### src/rtl/rename_alloc_ctrl.sv
// Rename-stage controller: circular physical-register free list, 2-wide allocation,
// intra-bundle source bypass and commit recycling. Define RENAME_STALL_CNT_EN for the stall counter.
module rename_alloc_ctrl #(
  parameter int ARCH_REGS = 32,
  parameter int PHYS_REGS = 48
) (
  input  logic            clk,
  input  logic            reset,
  input  logic [1:0]      dec_valid,
  input  logic [1:0][4:0] dec_rs1,
  input  logic [1:0][4:0] dec_rs2,
  input  logic [1:0][4:0] dec_rd,
  input  logic [1:0]      dec_wr_en,
  output logic            dec_ready,
  output logic [1:0][4:0] rt_arch_rs1,
  output logic [1:0][4:0] rt_arch_rs2,
  input  logic [1:0][5:0] rt_phys_rs1,
  input  logic [1:0][5:0] rt_phys_rs2,
  output logic [1:0]      rt_rename_en,
  output logic [1:0][4:0] rt_arch_rd,
  output logic [1:0][5:0] rt_new_phys_rd,
  output logic [1:0]      ren_valid,
  output logic [1:0][5:0] ren_phys_rs1,
  output logic [1:0][5:0] ren_phys_rs2,
  output logic [1:0][5:0] ren_phys_rd,
  input  logic            ren_ready,
  input  logic [1:0]      commit_en,
  input  logic [1:0][5:0] commit_free_phys,
  input  logic            flush,
  output logic [4:0]      free_count,
  output logic [31:0]     stall_cycles
);

  localparam int FL_DEPTH = PHYS_REGS - ARCH_REGS;

  logic [5:0] fl [FL_DEPTH];
  logic [3:0] spec_head, commit_head, tail;
  logic [4:0] spec_count, commit_count;

  logic [1:0]      alloc;
  logic [1:0]      need, n_commit;
  logic            accept;
  logic [3:0]      idx1;
  logic [5:0]      new0, new1;
  logic [1:0][5:0] src1, src2;

  assign alloc[0] = dec_valid[0] & dec_wr_en[0] & (dec_rd[0] != 5'd0);
  assign alloc[1] = dec_valid[1] & dec_wr_en[1] & (dec_rd[1] != 5'd0);
  assign need     = 2'(alloc[0]) + 2'(alloc[1]);
  assign n_commit = 2'(commit_en[0]) + 2'(commit_en[1]);

  assign dec_ready = !flush & (~|ren_valid | ren_ready) & (spec_count >= 5'(need));
  assign accept    = dec_ready & dec_valid[0];

  assign idx1 = spec_head + 4'(alloc[0]);
  assign new0 = fl[spec_head];
  assign new1 = fl[idx1];

  assign rt_arch_rs1       = dec_rs1;
  assign rt_arch_rs2       = dec_rs2;
  assign rt_arch_rd        = dec_rd;
  assign rt_rename_en      = {2{accept}} & alloc;
  assign rt_new_phys_rd[0] = alloc[0] ? new0 : 6'd0;
  assign rt_new_phys_rd[1] = alloc[1] ? new1 : 6'd0;
  assign free_count        = spec_count;

  // Slot 1 sources see slot 0's fresh destination before the table has been written.
  always_comb begin
    src1[0] = (dec_rs1[0] == 5'd0) ? 6'd0 : rt_phys_rs1[0];
    src2[0] = (dec_rs2[0] == 5'd0) ? 6'd0 : rt_phys_rs2[0];
    src1[1] = rt_phys_rs1[1];
    src2[1] = rt_phys_rs2[1];
    if (dec_rs1[1] == 5'd0)
      src1[1] = 6'd0;
    else if (alloc[0] && dec_rs1[1] == dec_rd[0])
      src1[1] = new0;
    if (dec_rs2[1] == 5'd0)
      src2[1] = 6'd0;
    else if (alloc[0] && dec_rs2[1] == dec_rd[0])
      src2[1] = new0;
  end

  always_ff @(posedge clk or posedge reset) begin
    if (reset) begin
      for (int i = 0; i < FL_DEPTH; i++) fl[i] <= 6'(ARCH_REGS + i);
    end else begin
      if (commit_en[0]) fl[tail] <= commit_free_phys[0];
      if (commit_en[1]) fl[tail + 4'(commit_en[0])] <= commit_free_phys[1];
    end
  end

  // Flush rewinds speculation to the committed head, including this cycle's commits.
  always_ff @(posedge clk or posedge reset) begin
    if (reset) begin
      spec_head    <= 4'd0;
      commit_head  <= 4'd0;
      tail         <= 4'd0;
      spec_count   <= 5'(FL_DEPTH);
      commit_count <= 5'(FL_DEPTH);
    end else begin
      tail        <= tail + 4'(n_commit);
      commit_head <= commit_head + 4'(n_commit);
      if (flush) begin
        spec_head  <= commit_head + 4'(n_commit);
        spec_count <= commit_count;
      end else begin
        spec_head  <= spec_head + (accept ? 4'(need) : 4'd0);
        spec_count <= spec_count - (accept ? 5'(need) : 5'd0) + 5'(n_commit);
      end
    end
  end

  always_ff @(posedge clk or posedge reset) begin
    if (reset) begin
      ren_valid    <= 2'b00;
      ren_phys_rs1 <= '0;
      ren_phys_rs2 <= '0;
      ren_phys_rd  <= '0;
    end else if (flush) begin
      ren_valid <= 2'b00;
    end else if (accept) begin
      ren_valid    <= dec_valid;
      ren_phys_rs1 <= src1;
      ren_phys_rs2 <= src2;
      ren_phys_rd  <= rt_new_phys_rd;
    end else if (ren_ready) begin
      ren_valid <= 2'b00;
    end
  end

`ifdef RENAME_STALL_CNT_EN
  logic [31:0] stall_q;
  always_ff @(posedge clk or posedge reset) begin
    if (reset)
      stall_q <= 32'd0;
    else if (dec_valid[0] && !flush && spec_count < 5'(need) && stall_q != 32'hFFFF_FFFF)
      stall_q <= stall_q + 32'd1;
  end
  assign stall_cycles = stall_q;
`else
  assign stall_cycles = 32'd0;
`endif

`ifndef SYNTHESIS
  always_ff @(posedge clk) begin
    if (!reset && |commit_en)
      assert (spec_count + 5'(n_commit) <= 5'(FL_DEPTH));
  end
`endif

endmodule

### config.mk
export PLATFORM = sky130hd
export DESIGN_NAME = rename_alloc_ctrl
export DESIGN_NICKNAME = d
export VERILOG_FILES = /design/src/rtl/rename_alloc_ctrl.sv
export SDC_FILE = /design/constraint.sdc
export NUM_CORES = 1
export LEC_CHECK = 0
export ABC_CLOCK_PERIOD_IN_PS = 4800
export CAP_MARGIN = 20
export CORE_MARGIN = 3
export CORE_UTILIZATION = 48
export DETAILED_ROUTE_END_ITERATION = 10
export PLACE_DENSITY = 0.78
export SLEW_MARGIN = 0
export SYNTH_ARGS = -nofsm -noshare
export SYNTH_HDL_FRONTEND = slang
export SYNTH_SLANG_ARGS = --single-unit
### constraint.sdc
create_clock -name clk -period 4.8 [get_ports clk]
set_clock_uncertainty 0.05 [all_clocks]
set_input_delay 0.72 -clock clk [delete_from_list [all_inputs] [get_ports clk]]
set_output_delay 0.72 -clock clk [all_outputs]
set_load 0.02 [all_outputs]
==> report_table.html <==
<table>
<tr><th>Metric</th><th>Value</th></tr>
<tr><th colspan="2">Clock network</th></tr>
<tr><td>Total number of H-tree levels</td><td>4</td></tr>
<tr><td>Clock latency of the later-clocked register in the worst-skew pair</td><td>0.43 ns</td></tr>
<tr><td>Clock tree root driver cell</td><td>clkbuf_16</td></tr>
<tr><td>Register clock-pin slew on the reported worst setup and hold paths</td><td>0.07 ns</td></tr>
<tr><td>CTS sink cnt</td><td>151</td></tr>
<tr><td>Number of CTS-inserted buffers</td><td>17</td></tr>
<tr><td>Clk buf depth</td><td>2</td></tr>
<tr><td>CTS tree</td><td>yes</td></tr>
<tr><th colspan="2">Setup path</th></tr>
<tr><td>Cells along the critical path</td><td>clkdlybuf4s50_1 &gt; or4_1 &gt; o211ai_2 &gt; inv_2 &gt; ha_4 &gt; buf_8 &gt; mux4_2 &gt; mux4_2 &gt; and2_1 &gt; clkdlybuf4s15_2</td></tr>
<tr><td>Element type at the critical path start</td><td>input pin</td></tr>
<tr><td>Critical R2R Launch</td><td>free_count[4]</td></tr>
<tr><td>Cell at the slowest stage of the critical path</td><td>or4_1</td></tr>
<tr><td>Endpoint type of the worst setup path</td><td>output pin</td></tr>
<tr><td>Crit Reg-Reg Endpoint</td><td>free_count[4]</td></tr>
<tr><td>Slowest cell delay on critical path</td><td>0.55 ns</td></tr>
<tr><td>Worst path arrival time</td><td>3.98 ns</td></tr>
<tr><td>FF-to-FF setup slack</td><td>1.87 ns</td></tr>
<tr><td>Cells on worst reg2reg path</td><td>14</td></tr>
<tr><td>Critical path origin</td><td>dec_rd[1]</td></tr>
<tr><td>Required @ worst endpoint</td><td>4.03 ns</td></tr>
<tr><td>End point of the critical path</td><td>rt_new_phys_rd[6]</td></tr>
<tr><td>Cell repeated most along the worst path</td><td>mux4_2</td></tr>
<tr><td>Classification of the worst setup path</td><td>in -&gt; out</td></tr>
<tr><td>Crit-path max FO</td><td>8</td></tr>
<tr><th colspan="2">Worst hold path</th></tr>
<tr><td>Hold_sp</td><td>ren_phys_rs2[1]</td></tr>
<tr><td>Kind of path behind the tightest hold check</td><td>reg -&gt; reg</td></tr>
<tr><th colspan="2">STA</th></tr>
<tr><td>Minimum period implied by the final worst setup slack</td><td>4.75 ns</td></tr>
<tr><td>Final setup viols</td><td>0</td></tr>
<tr><td>Slew HR</td><td>23.0%</td></tr>
<tr><td>Final cycle utilization of the critical path</td><td>99.0%</td></tr>
<tr><td>Post-route setup TNS</td><td>0 ns</td></tr>
<tr><td>Least setup slack across all paths after layout</td><td>0.0477 ns</td></tr>
<tr><td>Actual slew at the worst max-slew pin</td><td>1.15 ns</td></tr>
<tr><td>Achievable Freq</td><td>210 MHz</td></tr>
<tr><td>Worst hold slack across all endpoints</td><td>0.417 ns</td></tr>
<tr><td>Max-slew violation count</td><td>0</td></tr>
<tr><td>RSZ-0062 raised after global routing</td><td>true</td></tr>
<tr><td>Final Hold Fails</td><td>0</td></tr>
<tr><th colspan="2">Routing</th></tr>
<tr><td>DRC violation count after routing</td><td>0</td></tr>
<tr><td>Pre-Repair DR Iteration Count</td><td>5</td></tr>
<tr><td>Number of design-rule violations left by the first detailed-router iteration</td><td>637</td></tr>
<tr><td>Highest layer used for signal routing</td><td>met4</td></tr>
<tr><td>Sum of met3 wire segment lengths after detailed routing</td><td>2150 um</td></tr>
<tr><td>Remaining antenna violation count after routing</td><td>0</td></tr>
<tr><td>M1 wire length</td><td>11100 um</td></tr>
<tr><td>Average routed wire per standard cell</td><td>22.7 um</td></tr>
<tr><td>Met2 Wirelength</td><td>13600 um</td></tr>
<tr><td>Routed Wire Length</td><td>27800 um</td></tr>
<tr><td>Number of vias in the routed layout</td><td>7160</td></tr>
<tr><td>Drt via density</td><td>5.86</td></tr>
<tr><th colspan="2">Finish</th></tr>
<tr><td>Area added between synthesis and finish</td><td>23.9%</td></tr>
<tr><td>Post-Route Utilization</td><td>61.7%</td></tr>
<tr><td>Filler cells</td><td>1547</td></tr>
<tr><td>Most used cells in the layout excluding fill and tap cells</td><td>clkdlybuf4s50_1, mux2_1, dfrtp_1</td></tr>
<tr><td>Nets</td><td>1046</td></tr>
<tr><td>Number of antenna cells inserted</td><td>0</td></tr>
<tr><td>Commonest non-fill, non-tap cell in the layout</td><td>clkdlybuf4s50_1</td></tr>
<tr><td>Non-Filler Cell Area, Final</td><td>12200 sq um</td></tr>
<tr><td>Fraction of layout cells with a size suffix above 1</td><td>27.8%</td></tr>
<tr><th colspan="2">Run</th></tr>
<tr><td>Maxcap violations</td><td>0</td></tr>
<tr><th colspan="2">Yosys</th></tr>
<tr><td>Post-synthesis cell type count</td><td>49</td></tr>
<tr><td>Largest area contributor in the netlist</td><td>dfrtp_1</td></tr>
<tr><td>Post-synth EDFFs</td><td>0</td></tr>
<tr><td>Fraction of the mapped netlist area in adder cells</td><td>3.80%</td></tr>
<tr><td>Dominant combinational cell family by area after synthesis</td><td>multiplexers</td></tr>
<tr><td>Gate count after technology mapping</td><td>805</td></tr>
<tr><td>Proportion of synthesized flip-flops having asynchronous set or reset</td><td>100%</td></tr>
<tr><td>Compound-Gate Fraction of Synth Area</td><td>3.95%</td></tr>
<tr><td>Largest cells by area after synthesis</td><td>dfrtp_1, dfstp_2, mux2_1</td></tr>
<tr><td>Flop and latch count out of synthesis</td><td>151</td></tr>
<tr><td>Sequential fraction of the synthesis area</td><td>38.9%</td></tr>
<tr><td>Per-instance average area after synthesis</td><td>12.3 sq um</td></tr>
<tr><td>Multiplexer area fraction after synthesis</td><td>35.9%</td></tr>
<tr><td>Post-synth design cell area</td><td>9870 sq um</td></tr>
<tr><td>Synth warnings</td><td>5</td></tr>
<tr><td>Dominant register cell in the synthesized netlist</td><td>dfrtp_1</td></tr>
<tr><td>Synth Area in Simple Gates</td><td>7.78%</td></tr>
<tr><td>Fraction of post-synthesis cell area in the top cell type by area</td><td>25.9%</td></tr>
<tr><td>Fraction of synthesized cell area in xor and xnor cells</td><td>2.03%</td></tr>
<tr><th colspan="2">Power and ir drop</th></tr>
<tr><td>Max IR drop VDD</td><td>0.315 mV</td></tr>
<tr><td>Power density relative to cell area</td><td>687 nW/um^2</td></tr>
<tr><td>Lkg Pwr</td><td>0.00510 uW</td></tr>
<tr><th colspan="2">Floorplanning</th></tr>
<tr><td>Vertical die dimension</td><td>149 um</td></tr>
<tr><td>Site Rows</td><td>51</td></tr>
<tr><td>DIE AREA</td><td>22300 sq um</td></tr>
<tr><td>Top-level port count</td><td>196</td></tr>
<tr><td>Horizontal extent of the die</td><td>149 um</td></tr>
<tr><td>Initial core utilization</td><td>49.8%</td></tr>
<tr><td>Std-Cell Core Area</td><td>19800 sq um</td></tr>
<tr><th colspan="2">Placed design</th></tr>
<tr><td>Placed cell areas</td><td>11500 sq um</td></tr>
<tr><td>Final weighted congestion in routability-driven placement</td><td>0.999</td></tr>
<tr><td>Estimated wirelength of the detail-placed design</td><td>21300 um</td></tr>
<tr><td>Post-Place Setup Slack</td><td>-0.332 ns</td></tr>
<tr><td>Number of I/O port buffers</td><td>163</td></tr>
<tr><th colspan="2">GRT</th></tr>
<tr><td>Number of antenna violations at the first check in global routing</td><td>0</td></tr>
<tr><td>Largest net degree at the start of global routing</td><td>95</td></tr>
<tr><td>Aggregate global-route resource usage</td><td>25.0%</td></tr>
<tr><td>Via count of the first global-routing pass</td><td>7038</td></tr>
<tr><td>Remaining Overflow, GRT</td><td>0</td></tr>
<tr><td>Wire length of the first global-routing pass</td><td>42200 um</td></tr>
<tr><th colspan="2">Status</th></tr>
<tr><td>Run status</td><td>finished, final reports clean</td></tr>
</table>
what timing repair did:
action | in CTS | in global routing
cloned | 0 | 1
resized for setup | 20 | 9
pin swaps | 0 | 2
hold buffers | 0 | 0
endpoints found under the setup margin | 7 | 7
setup buffers | 0 | 3
flip-flops by register name, summed over array words and instances, names as in the netlist:
signal,count
commit_head,4
ren_valid,2
free_count,5
ren_phys_rs2,12
tail,4
fl,96
spec_head,4
ren_phys_rd,12
ren_phys_rs1,12
Yosys cell counts (2+ instances only):
library cell,number
a21o_1,4
a21oi_1,8
a221o_1,6
a22o_1,7
a22oi_1,12
a31oi_1,2
and2_1,13
and2_4,2
buf_1,5
buf_2,5
buf_4,62
buf_6,3
clkbuf_1,30
dfrtp_1,102
dfstp_2,49
fa_1,5
ha_1,22
inv_1,23
inv_2,2
mux2_1,113
mux2_2,87
mux2i_1,7
mux4_1,2
mux4_2,52
nand2_1,59
nand2b_1,7
nand3_1,20
nand3b_1,3
nor2_1,29
nor2b_1,4
nor3_1,7
nor3b_1,2
o211ai_1,2
o21ai_1,9
or3_1,3
or4_1,5
xnor2_1,11
xor2_1,10
power breakdown:
part / internal (uW) / leakage [uW] / switching [uW]
clock: 842 / 0.000307 / 598
combinational: 2350 / 0.00302 / 1890
sequential: 2070 / 0.00177 / 654
total: 5260 / 0.00510 / 3140
metal layers:
metal | global-route usage (%) | vias to the layer above
met5 | 0 | -
met4 | 8.70 | 0
met3 | 5.54 | 57
met2 | 41.6 | 375
met1 | 32.5 | 3605
li1 | - | 3123
area by class of cell:
cell class | instances | area (sq um) | share of cell area [%]
well taps | 265 | 332 | 2.71
flip-flops and latches | 151 | 3840 | 31.4
clock buffers | 17 | 425 | 3.48
multi-input cells | 555 | 5430 | 44.3
inverters | 25 | 98.8 | 0.808
clock inverters | 15 | 204 | 1.67
repair buffers | 193 | 1910 | 15.6
logic make-up (layout without fill, tap and decap cells):
logic type	count (synthesis)	in the layout
buf+inv	130	250
mux	261	261
simple gates	159	159
other cells	1	32
compound gates	54	54
flops	151	151
xor+xnor	22	22
fa+ha+maj	27	27
per-stage QoR:
| step | total power, uW | std cells |
|---|---|---|
| 6_report | 8400 | 1221 |
| 5_1_grt | 8870 | 1221 |
| 4_1_cts | 8330 | 1216 |
| 3_5_place_dp | 6870 | 1184 |
| 3_3_place_gp | 6740 | 1184 |
| 2_1_floorplan | 5460 | 836 |
worst max-delay path: cells and delay by family:
kind	cells	cell delay, ns
muxes	2	1.00
buffers and inverters	4	0.95
AOI/OAI and AO/OA	1	0.21
adders and majority gates	1	0.32
and+or+nand+nor	2	0.75
worst min-delay path by stage:
stage | depth (start not counted) | slack (ns) | endpoint
2_1_floorplan | 1 | 0.39 | commit_head[3]
4_1_cts | 2 | 0.42 | ren_phys_rs2[1]
3_3_place_gp | 2 | 0.40 | ren_phys_rs1[4]
5_1_grt | 2 | 0.44 | ren_phys_rs2[2]
6_report | 2 | 0.42 | ren_phys_rs2[1]
3_5_place_dp | 2 | 0.40 | ren_phys_rs1[4]
No activity file was read; power rests on OpenSTA's default activity.
